### src/rtl/mem_arbiter_pkg.sv
// mem_arbiter_pkg: shared definitions for the byte-wide RAM arbiter.
//   mem_state_t  - arbiter FSM encoding (MEM_IDLE/MEM_FETCH/MEM_LOAD/MEM_STORE)
//   LEN_B/H/W    - access length codes (bytes minus one)
//   IO_REGION    - value of addr[17:16] that selects the UART/IO window
//   is_io()      - true when a byte address falls in the IO window
package mem_arbiter_pkg;

  typedef enum logic [1:0] {
    MEM_IDLE  = 2'd0,
    MEM_FETCH = 2'd1,
    MEM_LOAD  = 2'd2,
    MEM_STORE = 2'd3
  } mem_state_t;

  localparam logic [3:0] LEN_B = 4'd0;
  localparam logic [3:0] LEN_H = 4'd1;
  localparam logic [3:0] LEN_W = 4'd3;

  localparam logic [1:0] IO_REGION = 2'b11;

  function automatic logic is_io(input logic [31:0] addr);
    return addr[17:16] == IO_REGION;
  endfunction

endpackage

### src/rtl/mem_arbiter_ld_ext.sv
// mem_ld_ext: combinational sign/zero extension of an assembled load word.
//   word - little-endian assembled bytes (unused upper bytes don't matter)
//   len  - bytes minus one (LEN_B, LEN_H, LEN_W)
//   sext - replicate the top bit of the loaded field when set
//   ext  - extended 32-bit result
module mem_ld_ext
  import mem_arbiter_pkg::*;
(
  input  logic [31:0] word,
  input  logic [3:0]  len,
  input  logic        sext,
  output logic [31:0] ext
);

  always_comb begin
    ext = word;
    case (len)
      LEN_B:   ext = {{24{sext & word[7]}},  word[7:0]};
      LEN_H:   ext = {{16{sext & word[15]}}, word[15:0]};
      default: ext = word;
    endcase
  end

endmodule

### src/rtl/mem_arbiter.sv
// mem_arbiter: single-port byte-wide RAM controller. Serialises fetch, load
// and store requests onto an 8-bit synchronous RAM bus, one byte per cycle,
// and returns assembled/extended words with one-cycle done pulses.
//
// Ports:
//   clk, rst (sync, active-high), rdy (low freezes everything), rob_rb
//   if_ena/if_addr        -> if_done/if_data           (4-byte fetch)
//   ld_ena/addr/len/sext/src -> ld_done/ld_data/ld_done_src
//   st_ena/addr/len/data  -> st_done
//   mem_din (byte valid the cycle after its address), mem_dout, mem_a, mem_wr
//   io_buffer_full        UART back-pressure
//
// Build option: define MEMARB_IO_STALL_EN to hold off stores into the IO
// window (addr[17:16]==2'b11) while io_buffer_full is high.
module mem_arbiter
  import mem_arbiter_pkg::*;
#(
  parameter int ADDR_W = 32,
  parameter int ROB_W  = 4
) (
  input  logic              clk,
  input  logic              rst,
  input  logic              rdy,
  input  logic              rob_rb,
  input  logic              if_ena,
  input  logic [ADDR_W-1:0] if_addr,
  output logic              if_done,
  output logic [31:0]       if_data,
  input  logic              ld_ena,
  input  logic [ADDR_W-1:0] ld_addr,
  input  logic [3:0]        ld_len,
  input  logic              ld_sext,
  input  logic [ROB_W-1:0]  ld_src,
  output logic              ld_done,
  output logic [31:0]       ld_data,
  output logic [ROB_W-1:0]  ld_done_src,
  input  logic              st_ena,
  input  logic [ADDR_W-1:0] st_addr,
  input  logic [3:0]        st_len,
  input  logic [31:0]       st_data,
  output logic              st_done,
  input  logic [7:0]        mem_din,
  output logic [7:0]        mem_dout,
  output logic [ADDR_W-1:0] mem_a,
  output logic              mem_wr,
  input  logic              io_buffer_full
);

  mem_state_t        state, state_n;
  logic [ADDR_W-1:0] base;      // latched start address
  logic [3:0]        len_q;     // latched length code
  logic [2:0]        last;      // index of final byte
  logic [2:0]        cnt;       // bytes captured (reads) / byte on bus (stores)
  logic [2:0]        icnt;      // read byte currently presented on mem_a
  logic [2:0]        cnt_n, icnt_n;
  logic              rd_vld;    // mem_din carries a requested byte this cycle
  logic              sext_q;
  logic [ROB_W-1:0]  tag_q;
  logic [31:0]       wdata;
  logic [31:0]       rbuf;
  logic              wr_q;
  logic              rdy_prev;
  logic [7:0]        din_hold;
  logic [7:0]        din_eff;
  logic [31:0]       asm_word;
  logic [31:0]       ext_word;
  logic              any_done;
  logic              st_block;
  logic              acc_st, acc_ld, acc_if;
  logic              rd_fin, st_fin;

  assign last     = len_q[2:0];
  assign cnt_n    = cnt + 3'd1;
  assign icnt_n   = icnt + 3'd1;
  assign any_done = if_done | ld_done | st_done;

  // Writes are suppressed while frozen; the byte is re-driven on resume.
  assign mem_wr = wr_q & rdy;

`ifdef MEMARB_IO_STALL_EN
  assign st_block = io_buffer_full & is_io(32'(st_addr));
`else
  logic unused_io;
  assign unused_io = io_buffer_full;
  assign st_block  = 1'b0;
`endif

  // The RAM keeps returning mem_a's byte while we are frozen, so the byte
  // that was valid when rdy dropped would be overwritten by the next
  // address's data. Hold it across the freeze and use it on resume.
  assign din_eff = rdy_prev ? mem_din : din_hold;

  // Read buffer with the byte arriving this cycle merged in, so the final
  // byte can be returned in the same edge it is captured.
  always_comb begin
    asm_word = rbuf;
    asm_word[{cnt[1:0], 3'b000} +: 8] = din_eff;
  end

  mem_ld_ext u_ext (
    .word (asm_word),
    .len  (len_q),
    .sext (sext_q),
    .ext  (ext_word)
  );

  // Next-state and transaction strobes.
  always_comb begin
    state_n = state;
    acc_st  = 1'b0;
    acc_ld  = 1'b0;
    acc_if  = 1'b0;
    rd_fin  = 1'b0;
    st_fin  = 1'b0;
    case (state)
      MEM_IDLE: begin
        // A done pulse still high means its requester's ena may not have
        // dropped yet; skip this cycle so it is not re-granted.
        if (!any_done) begin
          if (st_ena && !st_block) begin
            acc_st  = 1'b1;
            state_n = MEM_STORE;
          end else if (ld_ena && !rob_rb) begin
            acc_ld  = 1'b1;
            state_n = MEM_LOAD;
          end else if (if_ena && !rob_rb) begin
            acc_if  = 1'b1;
            state_n = MEM_FETCH;
          end
        end
      end
      MEM_FETCH, MEM_LOAD: begin
        if (rob_rb) begin
          state_n = MEM_IDLE;
        end else if (rd_vld && cnt == last) begin
          rd_fin  = 1'b1;
          state_n = MEM_IDLE;
        end
      end
      MEM_STORE: begin
        // Stores are already committed, so rollback does not stop them.
        if (cnt == last) begin
          st_fin  = 1'b1;
          state_n = MEM_IDLE;
        end
      end
      default: state_n = MEM_IDLE;
    endcase
  end

  always_ff @(posedge clk) begin
    if (rst)      state <= MEM_IDLE;
    else if (rdy) state <= state_n;
  end

  always_ff @(posedge clk) begin
    if (rst) begin
      base        <= '0;
      len_q       <= LEN_B;
      cnt         <= '0;
      icnt        <= '0;
      rd_vld      <= 1'b0;
      sext_q      <= 1'b0;
      tag_q       <= '0;
      wdata       <= '0;
      rbuf        <= '0;
      wr_q        <= 1'b0;
      rdy_prev    <= 1'b0;
      din_hold    <= '0;
      mem_a       <= '0;
      mem_dout    <= '0;
      if_done     <= 1'b0;
      if_data     <= '0;
      ld_done     <= 1'b0;
      ld_data     <= '0;
      ld_done_src <= '0;
      st_done     <= 1'b0;
    end else begin
      rdy_prev <= rdy;
      din_hold <= din_eff;
      if (rdy) begin
        if_done <= 1'b0;
        ld_done <= 1'b0;
        st_done <= 1'b0;
        case (state)
          MEM_IDLE: begin
            cnt    <= '0;
            icnt   <= '0;
            rd_vld <= 1'b0;
            rbuf   <= '0;
            if (acc_st) begin
              base     <= st_addr;
              len_q    <= st_len;
              wdata    <= st_data;
              mem_a    <= st_addr;
              mem_dout <= st_data[7:0];
              wr_q     <= 1'b1;
            end else if (acc_ld) begin
              base   <= ld_addr;
              len_q  <= ld_len;
              sext_q <= ld_sext;
              tag_q  <= ld_src;
              mem_a  <= ld_addr;
              wr_q   <= 1'b0;
            end else if (acc_if) begin
              base   <= if_addr;
              len_q  <= LEN_W;
              sext_q <= 1'b0;
              mem_a  <= if_addr;
              wr_q   <= 1'b0;
            end
          end
          MEM_FETCH, MEM_LOAD: begin
            if (!rob_rb) begin
              // Address runs one cycle ahead of the captured data.
              if (icnt != last) begin
                icnt  <= icnt_n;
                mem_a <= base + ADDR_W'(icnt_n);
              end
              rd_vld <= 1'b1;
              if (rd_vld) begin
                rbuf <= asm_word;
                cnt  <= cnt_n;
              end
              if (rd_fin) begin
                if (state == MEM_FETCH) begin
                  if_done <= 1'b1;
                  if_data <= asm_word;
                end else begin
                  ld_done     <= 1'b1;
                  ld_data     <= ext_word;
                  ld_done_src <= tag_q;
                end
              end
            end
          end
          MEM_STORE: begin
            if (st_fin) begin
              wr_q    <= 1'b0;
              st_done <= 1'b1;
            end else begin
              cnt      <= cnt_n;
              mem_a    <= base + ADDR_W'(cnt_n);
              mem_dout <= wdata[{cnt_n[1:0], 3'b000} +: 8];
            end
          end
          default: ;
        endcase
      end
    end
  end

endmodule

### config.mk
export PLATFORM = sky130hd
export DESIGN_NAME = mem_arbiter
export DESIGN_NICKNAME = d
export VERILOG_FILES = /design/src/rtl/mem_arbiter_pkg.sv /design/src/rtl/mem_arbiter_ld_ext.sv /design/src/rtl/mem_arbiter.sv
export SDC_FILE = /design/constraint.sdc
export NUM_CORES = 1
export LEC_CHECK = 0
export ABC_AREA = 0
export CELL_PAD_IN_SITES_DETAIL_PLACEMENT = 1
export CELL_PAD_IN_SITES_GLOBAL_PLACEMENT = 1
export CORE_ASPECT_RATIO = 0.8
export CORE_MARGIN = 4
export CORE_UTILIZATION = 33
export DETAILED_ROUTE_END_ITERATION = 16
export GPL_ROUTABILITY_DRIVEN = 0
export HOLD_SLACK_MARGIN = 0.03
export PLACE_DENSITY = 0.82
export REMOVE_ABC_BUFFERS = 1
export SYNTH_ARGS = -nofsm -noshare
export SYNTH_HDL_FRONTEND = slang
export SYNTH_SLANG_ARGS = --single-unit
export TNS_END_PERCENT = 5
### constraint.sdc
create_clock -name clk -period 3.3 [get_ports clk]
set_input_delay 0.99 -clock clk [delete_from_list [all_inputs] [get_ports clk]]
set_output_delay 0.99 -clock clk [all_outputs]
set_load 0.02 [all_outputs]
==> results of run 1 <==
==> where the power goes <==
part	internal [W]	leakage (nW)	total (W)	switching, W
sequential	0.00302	1.91	0.00316	0.000145
clock	0.00204	0.486	0.00332	0.00127
combinational	0.000826	3.18	0.00198	0.00116
==> final timing paths <==
check                             start                      to  slack, ns
setup / recovery  state[0]$_SDFFE_PP0P_  mem_a[14]$_SDFFE_PP0P_       0.19
hold / removal    wdata[5]$_SDFFE_PP0P_   wdata[5]$_SDFFE_PP0P_       0.45
setup reg to reg  state[0]$_SDFFE_PP0P_  mem_a[14]$_SDFFE_PP0P_       0.19
hold reg to reg   wdata[5]$_SDFFE_PP0P_   wdata[5]$_SDFFE_PP0P_       0.45
==> metrics by stage <==
stage	hold slack [ns]	util, %	area [um^2]	power, W
after floorplan	0.426	-	11100	0.00421
after global placement	0.440	43.2	15000	0.00513
after detailed placement	0.448	43.2	15000	0.00519
after CTS	0.456	46.0	16000	0.00855
after global routing	0.476	46.0	16000	0.00885
final	0.454	46.0	16000	0.00846
==> metal layers <==
metal	share of wire (%)	global-route usage (%)	vias up
met2	46	36.7	348
met1	45	30.0	5932
met4	3.3	7.39	6
li1	-	-	5673
met5	0.076	0	-
met3	5.6	4.10	96
==> cell families (layout without fill, tap and decap cells) <==
logic type / after synthesis / after routing
other: 0 / 2
xor gates and xnor gates: 18 / 18
AOI/OAI and AO/OA: 374 / 374
DFF: 235 / 235
adders and majority gates: 12 / 12
buffers and inverters: 179 / 427
and+or+nand+nor: 604 / 604
muxes: 43 / 43
==> state kept, by name, summed over array words and instances (netlist names) <==
register and cells:
if_data 32, rdy_prev 1, ld_data 32, wdata 32
base 32, wr_q 1, sext_q 1, ld_done_src 4
din_hold 8, st_done 1, rbuf 32, if_done 1
tag_q 4, state 2, cnt 3, mem_dout 8
ld_done 1, icnt 3, len_q 4, rd_vld 1
mem_a 32
==> layout make-up <==
type | instances | area share, %
Multi-Input combinational cell | 1051 | 39.0
Clock inverter | 18 | 1.61
Antenna cell | 2 | 0.0313
Sequential cell | 235 | 29.4
Clock buffer | 32 | 4.53
Tap cell | 472 | 3.70
Inverter | 51 | 1.20
Timing Repair Buffer | 326 | 20.5
==> layout by cell type, fill, tap and decap left out, drive strengths merged, types with 8 or more instances in the layout <==
| cell | instances |
|---|---|
| nor3 | 65 |
| buf | 62 |
| inv | 51 |
| o211ai | 14 |
| nand3 | 43 |
| a31oi | 11 |
| mux2i | 34 |
| xor2 | 8 |
| dfxtp | 235 |
| nor2b | 24 |
| nand2b | 13 |
| mux4 | 8 |
| a21oi | 108 |
| nor4bb | 11 |
| a22oi | 33 |
| o22ai | 42 |
| nor2 | 202 |
| and3 | 8 |
| xnor2 | 10 |
| nand4 | 13 |
| ha | 11 |
| a32oi | 19 |
| a211oi | 37 |
| nor4 | 8 |
| clkinv | 11 |
| clkbuf | 32 |
| nand2 | 182 |
| o21ai | 36 |
| clkdlybuf4s50 | 264 |
==> tightest hold or removal path, cell delays in order (launching register included) <==
cell,delay (ns)
dfxtp_1,0.30
nand2_1,0.05
a21oi_1,0.05
==> impl_results.html, run 1 <==
<table>
<tr><th>Metric</th><th>Value</th></tr>
<tr><th colspan="2">Yosys</th></tr>
<tr><td>Portion of synthesized cell area occupied by the leading cell type</td><td>40.6%</td></tr>
<tr><td>Netlist Area Pre-Place</td><td>between 0.01 and 0.015 mm^2</td></tr>
<tr><td>Total of flip-flops plus latches after synthesis</td><td>235</td></tr>
<tr><td>Average cell area after synthesis</td><td>between 7 and 8 um^2</td></tr>
<tr><td>Share of synthesized cell area in and, or, nand and nor gates</td><td>roughly 24%</td></tr>
<tr><td>Post-synth EDFFs</td><td>0</td></tr>
<tr><td>Number of instances in the synthesized netlist</td><td>1465</td></tr>
<tr><td>Area fraction in compound gates after synthesis</td><td>a little over a fifth</td></tr>
<tr><td>Most area-hungry cell type in the Yosys netlist</td><td>dfxtp_1</td></tr>
<tr><td>Top post-synthesis cells by count</td><td>dfxtp_1, nor2_1, nand2_1</td></tr>
<tr><td>Primary flip-flop cell chosen by synthesis mapping</td><td>dfxtp_1</td></tr>
<tr><td>Fraction of the mapped netlist area in adder cells</td><td>~1.4%</td></tr>
<tr><td>Xor/xnor share of the synthesized area</td><td>under 10%</td></tr>
<tr><td>Distinct cell type count after synthesis</td><td>76</td></tr>
<tr><td>Top area cells in the synthesized netlist</td><td>dfxtp_1, nor2_1, nand2_1</td></tr>
<tr><td>Share of async-settable or async-resettable flops after synthesis</td><td>0%</td></tr>
<tr><td>Cell with the most instances after synthesis</td><td>dfxtp_1</td></tr>
<tr><td>Portion of netlist area occupied by mux cells</td><td>4.58%</td></tr>
<tr><td>Synth warn</td><td>0</td></tr>
<tr><td>Combinational family with the most area after synthesis</td><td>simple AND/OR/NAND/NOR gates</td></tr>
<tr><td>Sequential element share of the synthesized area</td><td>roughly 41%</td></tr>
<tr><th colspan="2">STA</th></tr>
<tr><td>Clock skew after layout</td><td>around 0.020 ns</td></tr>
<tr><td>Unrepaired setup endpoints after global routing</td><td>false</td></tr>
<tr><td>Final worst path period need</td><td>about 3.1 ns</td></tr>
<tr><td>Tightest Pin Transition</td><td>about 0.80 ns</td></tr>
<tr><td>Final number of max-transition violations</td><td>0</td></tr>
<tr><td>Highest attainable clock frequency</td><td>around 320 MHz</td></tr>
<tr><td>Final worst path period share</td><td>a little over nine tenths</td></tr>
<tr><td>Final-report hold violation count</td><td>0</td></tr>
<tr><td>Total of endpoints with negative setup slack in the final report</td><td>0</td></tr>
<tr><td>Total negative slack for setup checks</td><td>0 ns</td></tr>
<tr><td>Setup slack after layout</td><td>between 0.15 and 0.2 ns</td></tr>
<tr><td>Relative slew margins</td><td>between 40% and 50%</td></tr>
<tr><th colspan="2">Setup path</th></tr>
<tr><td>Delay of the slowest critical-path stage</td><td>0.37 ns</td></tr>
<tr><td>Critical path peak fanout</td><td>6</td></tr>
<tr><td>Critical path data required time</td><td>roughly 3.7 ns</td></tr>
<tr><td>Worst setup SP type</td><td>flop</td></tr>
<tr><td>CP Buf/Inv Count</td><td>3</td></tr>
<tr><td>Critical path depth</td><td>11</td></tr>
<tr><td>Category of the critical setup timing path</td><td>flop to flop</td></tr>
<tr><td>Length in cells of the worst reg-to-reg path</td><td>11</td></tr>
<tr><td>Cell-by-cell trace of the critical path</td><td>ha_1 &gt; buf_4 &gt; o21ai_0 &gt; ha_1 &gt; nor2b_1 &gt; buf_4 &gt; o2111ai_1 &gt; buf_4 &gt; nor3_1 &gt; o311ai_0 &gt; a21oi_1</td></tr>
<tr><td>Cell type of the slowest stage on the worst timing path</td><td>o21ai_0</td></tr>
<tr><td>Cell family contributing the most delay on the critical path</td><td>compound AO/OA/AOI/OAI gates</td></tr>
<tr><td>Cell occurring most often along the worst timing path</td><td>buf_4</td></tr>
<tr><td>Critical path capture point type</td><td>flop</td></tr>
<tr><td>Worst Path Arrival</td><td>3.52 ns</td></tr>
<tr><th colspan="2">Final layout</th></tr>
<tr><td>Total area of multi-input combinational cells</td><td>just over 0.006 mm^2</td></tr>
<tr><td>Finished Layout Cells</td><td>2187</td></tr>
<tr><td>Synthesis-to-finish area growth</td><td>37.8%</td></tr>
<tr><td>Fill cell instance count of the final layout</td><td>about 4100</td></tr>
<tr><td>Number of nets in the finished design</td><td>approximately 1900</td></tr>
<tr><td>Total area of sequential cells</td><td>between 0.004 and 0.005 mm^2</td></tr>
<tr><td>Fraction of final layout cells sized beyond drive strength 1</td><td>around 8.9%</td></tr>
<tr><th colspan="2">Floorplanning</th></tr>
<tr><td>Top-Level Pins</td><td>between 200 and 300</td></tr>
<tr><td>Area of the die</td><td>between 0.03 and 0.04 mm^2</td></tr>
<tr><td>Floorplan die width</td><td>roughly 220 um</td></tr>
<tr><td>Core area</td><td>~0.035 mm^2</td></tr>
<tr><td>Initial cell density of the core</td><td>about 33%</td></tr>
<tr><td>Die H</td><td>176 um</td></tr>
<tr><td>Placement row count</td><td>61</td></tr>
<tr><th colspan="2">Clocking</th></tr>
<tr><td>H-tree levels</td><td>1</td></tr>
<tr><td>Count of buffers added by post-CTS timing repair for setup</td><td>0</td></tr>
<tr><td>TritonCTS clock tree</td><td>built</td></tr>
<tr><td>TritonCTS Buffers</td><td>27</td></tr>
<tr><td>Root buffer cell</td><td>clkbuf_16</td></tr>
<tr><td>Maximum clock path buffer count</td><td>3</td></tr>
<tr><td>Post-cts gate resize count</td><td>0</td></tr>
<tr><td>Hold Buf Count CTS</td><td>0</td></tr>
<tr><td>Clock transition at the registers of the reported paths</td><td>0.06 ns</td></tr>
<tr><td>Worst skew pair latency</td><td>0.55 ns</td></tr>
<tr><td>CTS sink cnt</td><td>between 200 and 250</td></tr>
<tr><th colspan="2">GRT</th></tr>
<tr><td>Largest net degree at the start of global routing</td><td>approximately 100</td></tr>
<tr><td>GRT Overall Usage</td><td>between 20% and 30%</td></tr>
<tr><td>First-pass GRT wire length</td><td>~70000 um</td></tr>
<tr><td>Antenna violations before repair</td><td>4</td></tr>
<tr><td>Final global-route overflow total</td><td>0</td></tr>
<tr><td>Vias in the first global route</td><td>about 13000</td></tr>
<tr><th colspan="2">Place</th></tr>
<tr><td>DPL Wire Length</td><td>about 31000 um</td></tr>
<tr><td>Port Buf Inserts</td><td>between 200 and 300</td></tr>
<tr><td>Number of placed instances, taps included</td><td>about 2100</td></tr>
<tr><td>Pre-CTS setup slack</td><td>-0.0609 ns</td></tr>
<tr><th colspan="2">Power and ir drop</th></tr>
<tr><td>VDD IR-drop max</td><td>0.000356 V</td></tr>
<tr><td>Power density relative to cell area</td><td>between 500 and 600 mW/mm^2</td></tr>
<tr><td>Leakage power</td><td>5.58 nW</td></tr>
<tr><th colspan="2">Routing</th></tr>
<tr><td>Via-to-Cell Ratio</td><td>~5.5</td></tr>
<tr><td>Number of DRC violations after detailed routing</td><td>0</td></tr>
<tr><td>Initial detailed-routing violation count</td><td>between 600 and 700</td></tr>
<tr><td>Via count of the routed design</td><td>12100</td></tr>
<tr><td>Post-route antenna net violation count</td><td>0</td></tr>
<tr><td>Total Wirelength</td><td>around 44000 um</td></tr>
<tr><td>Average wire length per cell after detail routing</td><td>20.3 um</td></tr>
<tr><td>Number of iterations in the first detailed-routing pass</td><td>5</td></tr>
<tr><th colspan="2">Run</th></tr>
<tr><td>Max-capacitance violation count</td><td>0</td></tr>
<tr><th colspan="2">Min path</th></tr>
<tr><td>Path type of the worst min-delay path</td><td>flop to flop</td></tr>
<tr><td>Number of cells traversed by the worst hold path</td><td>2</td></tr>
<tr><th colspan="2">Outcome</th></tr>
<tr><td>Status</td><td>completed</td></tr>
</table>
(Power assumes the default switching activity.)
==> run 2, diff against run 1 <==
--- a/config.mk
+++ b/config.mk
@@ -13,9 +13,7 @@
 export CORE_UTILIZATION = 33
 export DETAILED_ROUTE_END_ITERATION = 16
 export GPL_ROUTABILITY_DRIVEN = 0
-export HOLD_SLACK_MARGIN = 0.03
 export PLACE_DENSITY = 0.82
-export REMOVE_ABC_BUFFERS = 1
 export SYNTH_ARGS = -nofsm -noshare
 export SYNTH_HDL_FRONTEND = slang
 export SYNTH_SLANG_ARGS = --single-unit
==> impl_results.html, run 2 (synthesis results as in run 1) <==
<table>
<tr><th>Metric</th><th>Value</th></tr>
<tr><th colspan="2">STA</th></tr>
<tr><td>Tightest Pin Transition</td><td>0.808 ns (was 0.800 ns)</td></tr>
<tr><td>Unrepaired setup endpoints after global routing</td><td>true (was false)</td></tr>
<tr><td>Final worst path period need</td><td>3.13 ns (was 3.11 ns)</td></tr>
<tr><td>Final worst path period share</td><td>94.9% (was 94.1%)</td></tr>
<tr><td>Total of endpoints with negative setup slack in the final report</td><td>0 (unchanged)</td></tr>
<tr><td>Total negative slack for setup checks</td><td>0 ns (unchanged)</td></tr>
<tr><td>Fin Hold WS</td><td>0.455 ns (was 0.454 ns)</td></tr>
<tr><td>Relative slew margins</td><td>46.2% (was 46.7%)</td></tr>
<tr><td>Clock skew after layout</td><td>0.0181 ns (was 0.0198 ns)</td></tr>
<tr><td>Final-report hold violation count</td><td>0 (unchanged)</td></tr>
<tr><td>Highest attainable clock frequency</td><td>319 MHz (was 322 MHz)</td></tr>
<tr><td>Final number of max-transition violations</td><td>0 (unchanged)</td></tr>
<tr><th colspan="2">Final layout</th></tr>
<tr><td>Commonest non-fill, non-tap cell in the layout</td><td>clkdlybuf4s50_1 (unchanged)</td></tr>
<tr><td>Synthesis-to-finish area growth</td><td>36.8% (was 37.8%)</td></tr>
<tr><td>Commonest cells after routing, fill and taps aside</td><td>clkdlybuf4s50_1, dfxtp_1, nor2_1 (unchanged)</td></tr>
<tr><td>Fraction of final layout cells sized beyond drive strength 1</td><td>8.71% (was 8.93%)</td></tr>
<tr><td>Total area of sequential cells</td><td>0.00471 mm^2 (was 0.00470 mm^2)</td></tr>
<tr><td>Total area of multi-input combinational cells</td><td>0.00624 mm^2 (was 0.00623 mm^2)</td></tr>
<tr><td>Finished Layout Cells</td><td>2189 (was 2187)</td></tr>
<tr><td>Number of nets in the finished design</td><td>1861 (unchanged)</td></tr>
<tr><td>Fill cell instance count of the final layout</td><td>4110 (was 4065)</td></tr>
<tr><th colspan="2">Clocking</th></tr>
<tr><td>Worst skew pair latency</td><td>0.54 ns (was 0.55 ns)</td></tr>
<tr><td>Root buffer cell</td><td>clkbuf_16 (unchanged)</td></tr>
<tr><td>TritonCTS Buffers</td><td>26 (was 27)</td></tr>
<tr><td>H-tree levels</td><td>1 (unchanged)</td></tr>
<tr><td>Hold Buf Count CTS</td><td>0 (unchanged)</td></tr>
<tr><td>TritonCTS clock tree</td><td>built (unchanged)</td></tr>
<tr><td>Clock transition at the registers of the reported paths</td><td>0.06 ns (about the same)</td></tr>
<tr><td>Maximum clock path buffer count</td><td>3 (unchanged)</td></tr>
<tr><td>CTS sink cnt</td><td>235 (unchanged)</td></tr>
<tr><th colspan="2">Min path</th></tr>
<tr><td>Number of cells traversed by the worst hold path</td><td>2 (unchanged)</td></tr>
<tr><td>HP Start</td><td>wdata[10]$_SDFFE_PP0P_ (was wdata[5]$_SDFFE_PP0P_)</td></tr>
<tr><td>Path type of the worst min-delay path</td><td>flop to flop (unchanged)</td></tr>
<tr><td>Min-Delay Endpoint</td><td>wdata[10]$_SDFFE_PP0P_ (was wdata[5]$_SDFFE_PP0P_)</td></tr>
<tr><th colspan="2">Routing</th></tr>
<tr><td>Via count of the routed design</td><td>12000 (was 12100)</td></tr>
<tr><td>Average wire length per cell after detail routing</td><td>20.6 um (was 20.3 um)</td></tr>
<tr><td>Post-route antenna net violation count</td><td>0 (unchanged)</td></tr>
<tr><td>Total Wirelength</td><td>45000 um (was 44500 um)</td></tr>
<tr><td>Initial detailed-routing violation count</td><td>812 (was 694)</td></tr>
<tr><td>Via-to-Cell Ratio</td><td>5.50 (was 5.51)</td></tr>
<tr><td>Number of iterations in the first detailed-routing pass</td><td>5 (unchanged)</td></tr>
<tr><td>Number of DRC violations after detailed routing</td><td>0 (unchanged)</td></tr>
<tr><th colspan="2">Floorplanning</th></tr>
<tr><td>Initial cell density of the core</td><td>33.4% (unchanged)</td></tr>
<tr><td>Area of the die</td><td>0.0382 mm^2 (unchanged)</td></tr>
<tr><td>Core area</td><td>0.0347 mm^2 (unchanged)</td></tr>
<tr><td>Placement row count</td><td>61 (unchanged)</td></tr>
<tr><td>Top-Level Pins</td><td>269 (unchanged)</td></tr>
<tr><td>Die H</td><td>176 um (unchanged)</td></tr>
<tr><td>Floorplan die width</td><td>218 um (unchanged)</td></tr>
<tr><th colspan="2">GRT</th></tr>
<tr><td>GRT Overall Usage</td><td>22.5% (was 22.4%)</td></tr>
<tr><td>Antenna violations before repair</td><td>6 (was 4)</td></tr>
<tr><td>First-pass GRT wire length</td><td>69400 um (was 69600 um)</td></tr>
<tr><td>Largest net degree at the start of global routing</td><td>108 (was 103)</td></tr>
<tr><td>Final global-route overflow total</td><td>0 (unchanged)</td></tr>
<tr><td>Vias in the first global route</td><td>12400 (was 12500)</td></tr>
<tr><th colspan="2">Setup path</th></tr>
<tr><td>Reg-to-reg endpoint</td><td>mem_a[14]$_SDFFE_PP0P_ (unchanged)</td></tr>
<tr><td>Critical path peak fanout</td><td>10 (was 6)</td></tr>
<tr><td>Length in cells of the worst reg-to-reg path</td><td>11 (unchanged)</td></tr>
<tr><td>Category of the critical setup timing path</td><td>flop to flop (unchanged)</td></tr>
<tr><td>Worst reg2reg setup slack</td><td>0.17 ns (was 0.19 ns)</td></tr>
<tr><td>Critical path capture point type</td><td>flop (unchanged)</td></tr>
<tr><td>Critical path data required time</td><td>3.70 ns (was 3.72 ns)</td></tr>
<tr><td>Worst Path Arrival</td><td>3.53 ns (was 3.52 ns)</td></tr>
<tr><td>Worst setup SP type</td><td>flop (unchanged)</td></tr>
<tr><td>Startpoint of the worst register-to-register path</td><td>state[0]$_SDFFE_PP0P_ (unchanged)</td></tr>
<tr><th colspan="2">Power and ir drop</th></tr>
<tr><td>VDD IR-drop max</td><td>0.000340 V (was 0.000356 V)</td></tr>
<tr><td>Leakage power</td><td>5.52 nW (was 5.58 nW)</td></tr>
<tr><td>Power density relative to cell area</td><td>515 mW/mm^2 (was 530 mW/mm^2)</td></tr>
<tr><td>Post-layout power</td><td>0.00817 W (was 0.00846 W)</td></tr>
<tr><th colspan="2">Place</th></tr>
<tr><td>DPL Wire Length</td><td>32400 um (was 31300 um)</td></tr>
<tr><td>Port Buf Inserts</td><td>267 (unchanged)</td></tr>
<tr><td>Number of placed instances, taps included</td><td>2136 (was 2135)</td></tr>
<tr><th colspan="2">Outcome</th></tr>
<tr><td>Status</td><td>completed (unchanged)</td></tr>
<tr><th colspan="2">Run</th></tr>
<tr><td>Max-capacitance violation count</td><td>0 (unchanged)</td></tr>
<tr><th colspan="2">Yosys</th></tr>
<tr><td>Post-synthesis net count</td><td>about 1600</td></tr>
</table>
[run 2: cell count changes in the layout (fill, tap and decap cells not counted), sizes merged]
| cell | change |
|---|---|
| clkinv | -1 |
| diode | +5 |
| inv | -2 |
| buf | +1 |
| bufinv | -3 |
| clkbuf | +2 |
[run 2: through the flow]
| stage | worst slack (ns) | instance area [um^2] | util, % |
|---|---|---|---|
| finish | 0.170 | 15900 | 45.7 |
| global placement | 0.0625 | 15000 | 43.1 |
| CTS | 0.0260 | 15800 | 45.6 |
| detailed placement | 0.0258 | 15000 | 43.1 |
| floorplan | 0.0370 | 11600 | - |
| global route | -0.0458 | 15900 | 45.7 |
[run 2: where the power goes]
part | leakage, nW | switching, W | internal (W)
Sequential | 1.91 | 0.000154 | 0.00302
Clock | 0.427 | 0.00122 | 0.00177
Combinational | 3.19 | 0.00117 | 0.000841
Total | 5.52 | 0.00254 | 0.00563
[run 2: worst max-delay path: stages, from the launching register on]
cell and delay, ns:
dfxtp_1 0.36, ha_1 0.24, mux2i_1 0.33, ha_1 0.24, inv_1 0.08, fa_1 0.41
nor2b_1 0.20, o2111ai_1 0.14, buf_4 0.22, o21a_1 0.19, o311ai_0 0.47, a21oi_1 0.12
[run 2: worst max-delay path by stage]
| stage | start | endpoint | cells after the start |
|---|---|---|---|
| 5_1_grt | state[0]$_SDFFE_PP0P_ | mem_a[24]$_SDFFE_PP0P_ | 11 |
| 4_1_cts | state[0]$_SDFFE_PP0P_ | mem_a[14]$_SDFFE_PP0P_ | 11 |
| 3_5_place_dp | ld_ena | mem_a[26]$_SDFFE_PP0P_ | 9 |
| 3_3_place_gp | ld_ena | mem_a[26]$_SDFFE_PP0P_ | 9 |
| 2_1_floorplan | state[0]$_SDFFE_PP0P_ | mem_a[20]$_SDFFE_PP0P_ | 13 |
| 6_report | state[0]$_SDFFE_PP0P_ | mem_a[14]$_SDFFE_PP0P_ | 11 |
[run 2: final cells by class]
class | count | share of cell area [%]
Multi-Input combinational cell | 1051 | 39.3
Clock inverter | 12 | 0.891
Clock buffer | 34 | 4.55
Antenna cell | 7 | 0.110
Timing Repair Buffer | 327 | 20.5
Tap cell | 472 | 3.72
Sequential cell | 235 | 29.7
Inverter | 51 | 1.21
[run 2: timing repair]
| item | 4_1_cts | 5_1_grt |
|---|---|---|
| hold endpoints to repair | 0 | 0 |
| setup buffers | 0 | 0 |
| gates resized for setup | 0 | 4 |
| setup endpoints to repair | 0 | 3 |
[run 2: routing by layer]
metal  GRT usage, %  routed length (um)
met4           5.59                 947
met3           4.86                2810
met1           30.6               20700
met2           36.4               20600
met5              0                  13
